[config.mk]
export PLATFORM = sky130hd
export DESIGN_NAME = uart_rx_frame_ctrl
export DESIGN_NICKNAME = d
export VERILOG_FILES = /design/src/rtl/uart_rx_frame_ctrl_pkg.sv /design/src/rtl/uart_fifo_byte_reader.sv /design/src/rtl/uart_rx_frame_ctrl.sv
export SDC_FILE = /design/constraint.sdc
export NUM_CORES = 1
export LEC_CHECK = 0
export ABC_AREA = 0
export CAP_MARGIN = 5
export CORE_AREA = 5 5 207 109
export CTS_BUF_LIST = sky130_fd_sc_hd__clkbuf_8
export DETAILED_ROUTE_END_ITERATION = 7
export DIE_AREA = 0 0 212 114
export DONT_BUFFER_PORTS = 1
export GPL_TIMING_DRIVEN = 0
export SYNTH_ARGS = -nofsm -noshare
export SYNTH_HDL_FRONTEND = slang
export SYNTH_SLANG_ARGS = --single-unit
[constraint.sdc]
create_clock -name SYS_CLK -period 3.5 [get_ports SYS_CLK]
set_input_delay 0.525 -clock SYS_CLK [delete_from_list [all_inputs] [get_ports SYS_CLK]]
set_output_delay 0.525 -clock SYS_CLK [all_outputs]
set_load 0.01 [all_outputs]
[src/rtl/uart_rx_frame_ctrl_pkg.sv]
// Shared types for the UART RX frame controller: FSM states, error codes, default header byte.
package uart_frame_pkg;

    typedef enum logic [2:0] {
        S_HUNT,
        S_LEN,
        S_PAYLOAD,
        S_CSUM,
        S_OUT
    } state_t;

    typedef enum logic [1:0] {
        ERR_NONE    = 2'b00,
        ERR_LEN     = 2'b01,
        ERR_CSUM    = 2'b10,
        ERR_TIMEOUT = 2'b11
    } err_t;

    localparam logic [7:0] HEADER_DEFAULT = 8'hA5;

endpackage

[src/rtl/uart_fifo_byte_reader.sv]
// RX FIFO read port driver: issues one RD_REQ pulse at a time and captures D the cycle after it.
module uart_fifo_byte_reader (
    input  logic       i_clk,
    input  logic       i_rst,
    input  logic       i_want,
    input  logic       i_empty,
    input  logic [7:0] i_d,
    output logic       o_rd_req,
    output logic       o_byte_vld,
    output logic [7:0] o_byte
);

    logic       r_rd_req;
    logic       r_pend;
    logic       r_byte_vld;
    logic [7:0] r_byte;

    // r_pend marks the cycle in which the FIFO presents D for the previous request.
    always_ff @(posedge i_clk) begin
        if (i_rst) begin
            r_rd_req   <= 1'b0;
            r_pend     <= 1'b0;
            r_byte_vld <= 1'b0;
            r_byte     <= '0;
        end else begin
            r_rd_req   <= i_want && !i_empty && !r_rd_req && !r_pend;
            r_pend     <= r_rd_req;
            r_byte_vld <= r_pend;
            if (r_pend) begin
                r_byte <= i_d;
            end
        end
    end

    assign o_rd_req   = r_rd_req;
    assign o_byte_vld = r_byte_vld;
    assign o_byte     = r_byte;

endmodule

[src/rtl/uart_rx_frame_ctrl.sv]
// UART RX frame controller: hunts HEADER/LEN/payload/CSUM frames, buffers and streams good payloads.
// Optional inter-byte timeout is enabled by defining RX_TIMEOUT_EN.
module uart_rx_frame_ctrl
    import uart_frame_pkg::*;
#(
    parameter logic [7:0]  HEADER      = HEADER_DEFAULT,
    parameter int unsigned MAX_LEN     = 16,
    parameter int unsigned TIMEOUT_CYC = 50000
) (
    input  logic       SYS_CLK,
    input  logic       RST,
    input  logic       EMPTY_SIG,
    output logic       RD_REQ,
    input  logic [7:0] D,
    output logic [7:0] OUT_DATA,
    output logic       OUT_VALID,
    input  logic       OUT_READY,
    output logic       OUT_LAST,
    output logic       FRAME_OK,
    output logic       FRAME_ERR,
    output logic [1:0] ERR_CODE,
    output logic       BUSY
);

    localparam int IDX_W = $clog2(MAX_LEN + 1);
    localparam int AW    = (MAX_LEN > 1) ? $clog2(MAX_LEN) : 1;

    state_t           r_state;
    logic [IDX_W-1:0] r_len;
    logic [IDX_W-1:0] r_idx;
    logic [IDX_W-1:0] r_rd_idx;
    logic [7:0]       r_sum;
    logic [7:0]       r_buf [MAX_LEN];
    logic [7:0]       r_out_data;
    logic             r_out_valid;
    logic             r_out_last;
    logic             r_frame_ok;
    logic             r_frame_err;
    err_t             r_err_code;

    logic             w_want;
    logic             w_byte_vld;
    logic [7:0]       w_byte;
    logic [IDX_W-1:0] w_rd_nxt;
    logic [IDX_W-1:0] w_len_m1;
    logic [IDX_W-1:0] w_idx_nxt;

    // No fetch while a byte is being consumed, so a CSUM byte can never leave a read in flight into OUT.
    assign w_want    = (r_state != S_OUT) && !w_byte_vld;
    assign w_rd_nxt  = r_rd_idx + 1'b1;
    assign w_len_m1  = r_len - 1'b1;
    assign w_idx_nxt = r_idx + 1'b1;

    uart_fifo_byte_reader u_reader (
        .i_clk      (SYS_CLK),
        .i_rst      (RST),
        .i_want     (w_want),
        .i_empty    (EMPTY_SIG),
        .i_d        (D),
        .o_rd_req   (RD_REQ),
        .o_byte_vld (w_byte_vld),
        .o_byte     (w_byte)
    );

`ifdef RX_TIMEOUT_EN
    localparam int TO_W = $clog2(TIMEOUT_CYC + 1);

    logic [TO_W-1:0] r_to_cnt;
    logic            w_to_active;
    logic            w_timeout;

    assign w_to_active = (r_state == S_LEN) || (r_state == S_PAYLOAD) || (r_state == S_CSUM);
    assign w_timeout   = w_to_active && !w_byte_vld && (r_to_cnt == TO_W'(TIMEOUT_CYC - 1));

    always_ff @(posedge SYS_CLK) begin
        if (RST || !w_to_active || w_byte_vld || w_timeout) begin
            r_to_cnt <= '0;
        end else begin
            r_to_cnt <= r_to_cnt + 1'b1;
        end
    end
`endif

    always_ff @(posedge SYS_CLK) begin
        if (r_state == S_PAYLOAD && w_byte_vld) begin
            r_buf[r_idx[AW-1:0]] <= w_byte;
        end
    end

    always_ff @(posedge SYS_CLK) begin
        if (RST) begin
            r_state     <= S_HUNT;
            r_len       <= '0;
            r_idx       <= '0;
            r_rd_idx    <= '0;
            r_sum       <= '0;
            r_out_data  <= '0;
            r_out_valid <= 1'b0;
            r_out_last  <= 1'b0;
            r_frame_ok  <= 1'b0;
            r_frame_err <= 1'b0;
            r_err_code  <= ERR_NONE;
        end else begin
            r_frame_ok  <= 1'b0;
            r_frame_err <= 1'b0;
            case (r_state)
                S_HUNT: begin
                    if (w_byte_vld && w_byte == HEADER) begin
                        r_state <= S_LEN;
                    end
                end
                S_LEN: begin
                    if (w_byte_vld) begin
                        if (w_byte == 8'h00 || w_byte > 8'(MAX_LEN)) begin
                            r_frame_err <= 1'b1;
                            r_err_code  <= ERR_LEN;
                            r_state     <= S_HUNT;
                        end else begin
                            r_len   <= w_byte[IDX_W-1:0];
                            r_sum   <= w_byte;
                            r_idx   <= '0;
                            r_state <= S_PAYLOAD;
                        end
                    end
                end
                S_PAYLOAD: begin
                    if (w_byte_vld) begin
                        r_sum <= r_sum + w_byte;
                        r_idx <= w_idx_nxt;
                        if (w_idx_nxt == r_len) begin
                            r_state <= S_CSUM;
                        end
                    end
                end
                S_CSUM: begin
                    if (w_byte_vld) begin
                        if (8'(r_sum + w_byte) == 8'h00) begin
                            r_frame_ok <= 1'b1;
                            r_rd_idx   <= '0;
                            r_state    <= S_OUT;
                        end else begin
                            r_frame_err <= 1'b1;
                            r_err_code  <= ERR_CSUM;
                            r_state     <= S_HUNT;
                        end
                    end
                end
                S_OUT: begin
                    // First OUT cycle (the FRAME_OK cycle) prefetches buf[0]; afterwards advance on handshake.
                    if (!r_out_valid) begin
                        r_out_valid <= 1'b1;
                        r_out_data  <= r_buf[r_rd_idx[AW-1:0]];
                        r_out_last  <= (r_rd_idx == w_len_m1);
                    end else if (OUT_READY) begin
                        if (r_out_last) begin
                            r_out_valid <= 1'b0;
                            r_out_last  <= 1'b0;
                            r_out_data  <= '0;
                            r_state     <= S_HUNT;
                        end else begin
                            r_rd_idx   <= w_rd_nxt;
                            r_out_data <= r_buf[w_rd_nxt[AW-1:0]];
                            r_out_last <= (w_rd_nxt == w_len_m1);
                        end
                    end
                end
                default: r_state <= S_HUNT;
            endcase
`ifdef RX_TIMEOUT_EN
            if (w_timeout) begin
                r_frame_err <= 1'b1;
                r_err_code  <= ERR_TIMEOUT;
                r_state     <= S_HUNT;
            end
`endif
        end
    end

    assign OUT_DATA  = r_out_data;
    assign OUT_VALID = r_out_valid;
    assign OUT_LAST  = r_out_last;
    assign FRAME_OK  = r_frame_ok;
    assign FRAME_ERR = r_frame_err;
    assign ERR_CODE  = r_err_code;
    assign BUSY      = (r_state != S_HUNT);

endmodule

==> impl_metrics.tcl <==
set metrics [dict create \
    coreArea_um2 20900 \
    number_of_nets_with_antenna_violations_after_detailed_routing 0 \
    syn-instance-count 628 \
    gp_congestion 0.859 \
    grt_setup_unrepaired "no" \
    clock_tree_from_tritoncts "yes" \
    synth_largest_area_cell "sky130_fd_sc_hd__edfxtp_1" \
    layout_min_cycle_time_ns 3.40 \
    synth.lib_cells_used.distinct 65 \
    cp_data_arrival_time_ns 3.72 \
    clkSlewWorstSetupHoldPaths_ns 0.09 \
    synth_top_cell_area_share_pct 42.4 \
    wirelength_um 25500 \
    edff_count_synth 128 \
    power.density_nw_per_um2 409 \
    cp.required_ns 3.82 \
    clock-root-buffer "sky130_fd_sc_hd__clkbuf_8" \
    first_pass_grt_wire_length_um 38300 \
    setup.worst_path.class "register to register" \
    drt_first_iter_violations 797 \
    clk_latency_ns 0.47 \
    synth_top_flop_cell "sky130_fd_sc_hd__edfxtp_1" \
    max_cap_violation_count 0 \
    timing.final.max_slew_violations 0 \
    post-cts-setup-buffers 0 \
    ys_warn_count 0 \
    antenna_cells 0 \
    start_util_pct 43.4 \
    synth-async-reset-ratio_pct 0 \
    design_area_um2 9950 \
    drt_pass1_iterations 5 \
    die_height_um 114 \
    post-route-drc-count 0 \
    dieWidth_um 212 \
    timing.final.crit_share_pct 97.1 \
    final_util_pct 47.7 \
    irDropWorstVdd_v 0.000218 \
    total_leakage_power_nw 3.26 \
    detailedPlacementHpwl_um 18600 \
    timing_hold_violations_final 0 \
    clock.fmax_ghz 0.294 \
    placement_rows 38 \
    grt_overflow_total 0 \
    cts_made_buffers 17 \
    regArea_um2 4950 \
    syn_area_per_cell_um2 14.4 \
    holdBufCountCts 0 \
    synth_sequential_area_ratio_pct 54.6 \
    via_count_of_the_first_global_routing_pass 5905 \
    worst_clock_skew_ns 0.0107 \
    hp-class "primary input to register" \
    layout-drive-gt1-share_pct 20.8 \
    grt_max_degree 23 \
    port-buffer-count 0 \
    filler_cell_count 1790 \
    antenna_violations_before_repair 0 \
    synthesis.nets 654 \
    area_growth_syn_to_fin_pct 9.82 \
    slew_headroom_pct 12.1 \
    io-pin-count 28 \
    avgRoutedWirePerCell_um 27.0 \
    status "finished, final reports clean" \
    routed-via-count 5984 \
    critical_path.max_fanout 22 \
    worst_slew_pin_slew_ns 1.31 \
    worst_setup_path_end_kind "register" \
    dpl-instance-area_um2 9480 \
    multi_input_area_um2 3890 \
    ctsHtreeMaxLevel 4 \
    finalSetupTns_ns 0 \
    cp-start-kind "register" \
    ctsLongestPathBuffers 2 \
    track_usage_pct 21.9 \
    synth.ff_latch_count 183 \
    synth.cell_area_um2 9060 \
    netlist_top_cells_area "sky130_fd_sc_hd__edfxtp_1, sky130_fd_sc_hd__mux4_2, sky130_fd_sc_hd__dfxtp_1" \
    cts_sinks 183 \
    nets 677 \
    route.detailed.vias_per_inst 6.34 \
    setup-violations-final 0 \
    fp.dieArea_um2 24200 \
    final_hold_slack_ns 0.200 \
]
[stage by stage]
stage	power [mW]	setup slack, ns	cells
6_report	4.07	0.100	944
5_1_grt	4.20	0.00126	944
4_1_cts	4.09	0.172	944
3_5_place_dp	2.43	0.175	912
3_3_place_gp	2.43	0.284	908
2_1_floorplan	2.40	0.866	628
[cell families (layout without fill, tap and decap cells)]
| kind of cell | count (synthesis) | in the layout | synth area share [%] |
|---|---|---|---|
| adders and majority gates | 14 | 14 | 2.02 |
| buffers and inverters | 47 | 83 | 2.79 |
| DFF | 183 | 183 | 54.6 |
| xor gates and xnor gates | 27 | 27 | 2.78 |
| muxes | 94 | 94 | 20.9 |
| and+or+nand+nor | 175 | 175 | 9.61 |
| AOI/OAI and AO/OA | 88 | 88 | 7.35 |
[repair_timing]
item	CTS	global route
endpoints found under the hold margin	0	0
setup endpoints to repair	0	10
gates resized for setup	0	1
[registers in the layout (all words and copies together), names as in the netlist, 2 cells and up, named ones only]
register and count:
r_buf 128, r_idx 5, r_sum 8, r_state 3, OUT_DATA 8, u_reader.o_byte 8
ERR_CODE 2, r_len 5, r_rd_idx 5
[cells in the mapped netlist, drive strengths merged (13+ instances only)]
cell type and number:
a21oi 29, mux4 72, xnor2 21, nor2b 16, nand2 50, buf 25, ha 13, nor3 21
a211oi 13, nor2 49, dfxtp 55, mux2i 22, edfxtp 128
[layout make-up]
type,count,share of cell area [%]
multi-input cells,398,39.1
inverters,11,0.415
clock buffers,17,2.35
plain buffers,36,2.12
clock inverters,15,2.34
well taps,280,3.52
repair buffers,4,0.415
flip-flops and latches,183,49.7
[final timing paths]
path	cells after the start	endpoint	from	slack, ns
setup / recovery	8	register	u_reader.o_byte[4]	0.10
hold / removal	2	u_reader.o_byte[6]	D[6]	0.20
setup reg to reg	8	register	u_reader.o_byte[4]	0.10
hold reg to reg	2	r_sum[7]	r_sum[7]	0.48
[layer usage]
layer	track usage, %	vias up	share of wire [%]
met4	4.55	0	0.88
met3	7.64	19	11
met2	28.8	314	40
met5	0	-	0
li1	-	2526	-
met1	34.6	3125	48
[where the power goes]
part           switching (mW)  internal (mW)
Clock                   0.770          0.913
Sequential             0.0211           2.30
Combinational          0.0440         0.0174
Total                   0.835           3.23
[worst max-delay path: stages, from the launching register on]
cell and delay [ns]:
sky130_fd_sc_hd__dfxtp_1 0.98, sky130_fd_sc_hd__ha_1 0.38, sky130_fd_sc_hd__buf_2 0.17, sky130_fd_sc_hd__nor2b_1 0.17, sky130_fd_sc_hd__a221o_1 0.36, sky130_fd_sc_hd__a211oi_2 0.47, sky130_fd_sc_hd__nand2_2 0.27, sky130_fd_sc_hd__o311ai_2 0.30
sky130_fd_sc_hd__a31oi_1 0.14
[cell usage in the layout, fill, tap and decap left out, types with 9 or more instances in the layout]
cell type / n
sky130_fd_sc_hd__inv_1: 12
sky130_fd_sc_hd__a211oi_1: 10
sky130_fd_sc_hd__clkbuf_8: 17
sky130_fd_sc_hd__clkbuf_1: 11
sky130_fd_sc_hd__edfxtp_1: 128
sky130_fd_sc_hd__nor3_1: 14
sky130_fd_sc_hd__buf_2: 9
sky130_fd_sc_hd__nand2_1: 49
sky130_fd_sc_hd__xnor2_1: 20
sky130_fd_sc_hd__nor2_1: 49
sky130_fd_sc_hd__mux4_1: 14
sky130_fd_sc_hd__a22oi_1: 9
sky130_fd_sc_hd__nor2b_1: 16
sky130_fd_sc_hd__a21oi_1: 29
sky130_fd_sc_hd__dfxtp_1: 54
sky130_fd_sc_hd__mux2i_1: 22
sky130_fd_sc_hd__mux4_2: 58
sky130_fd_sc_hd__ha_1: 13
Power figures use the tool's default switching activity.
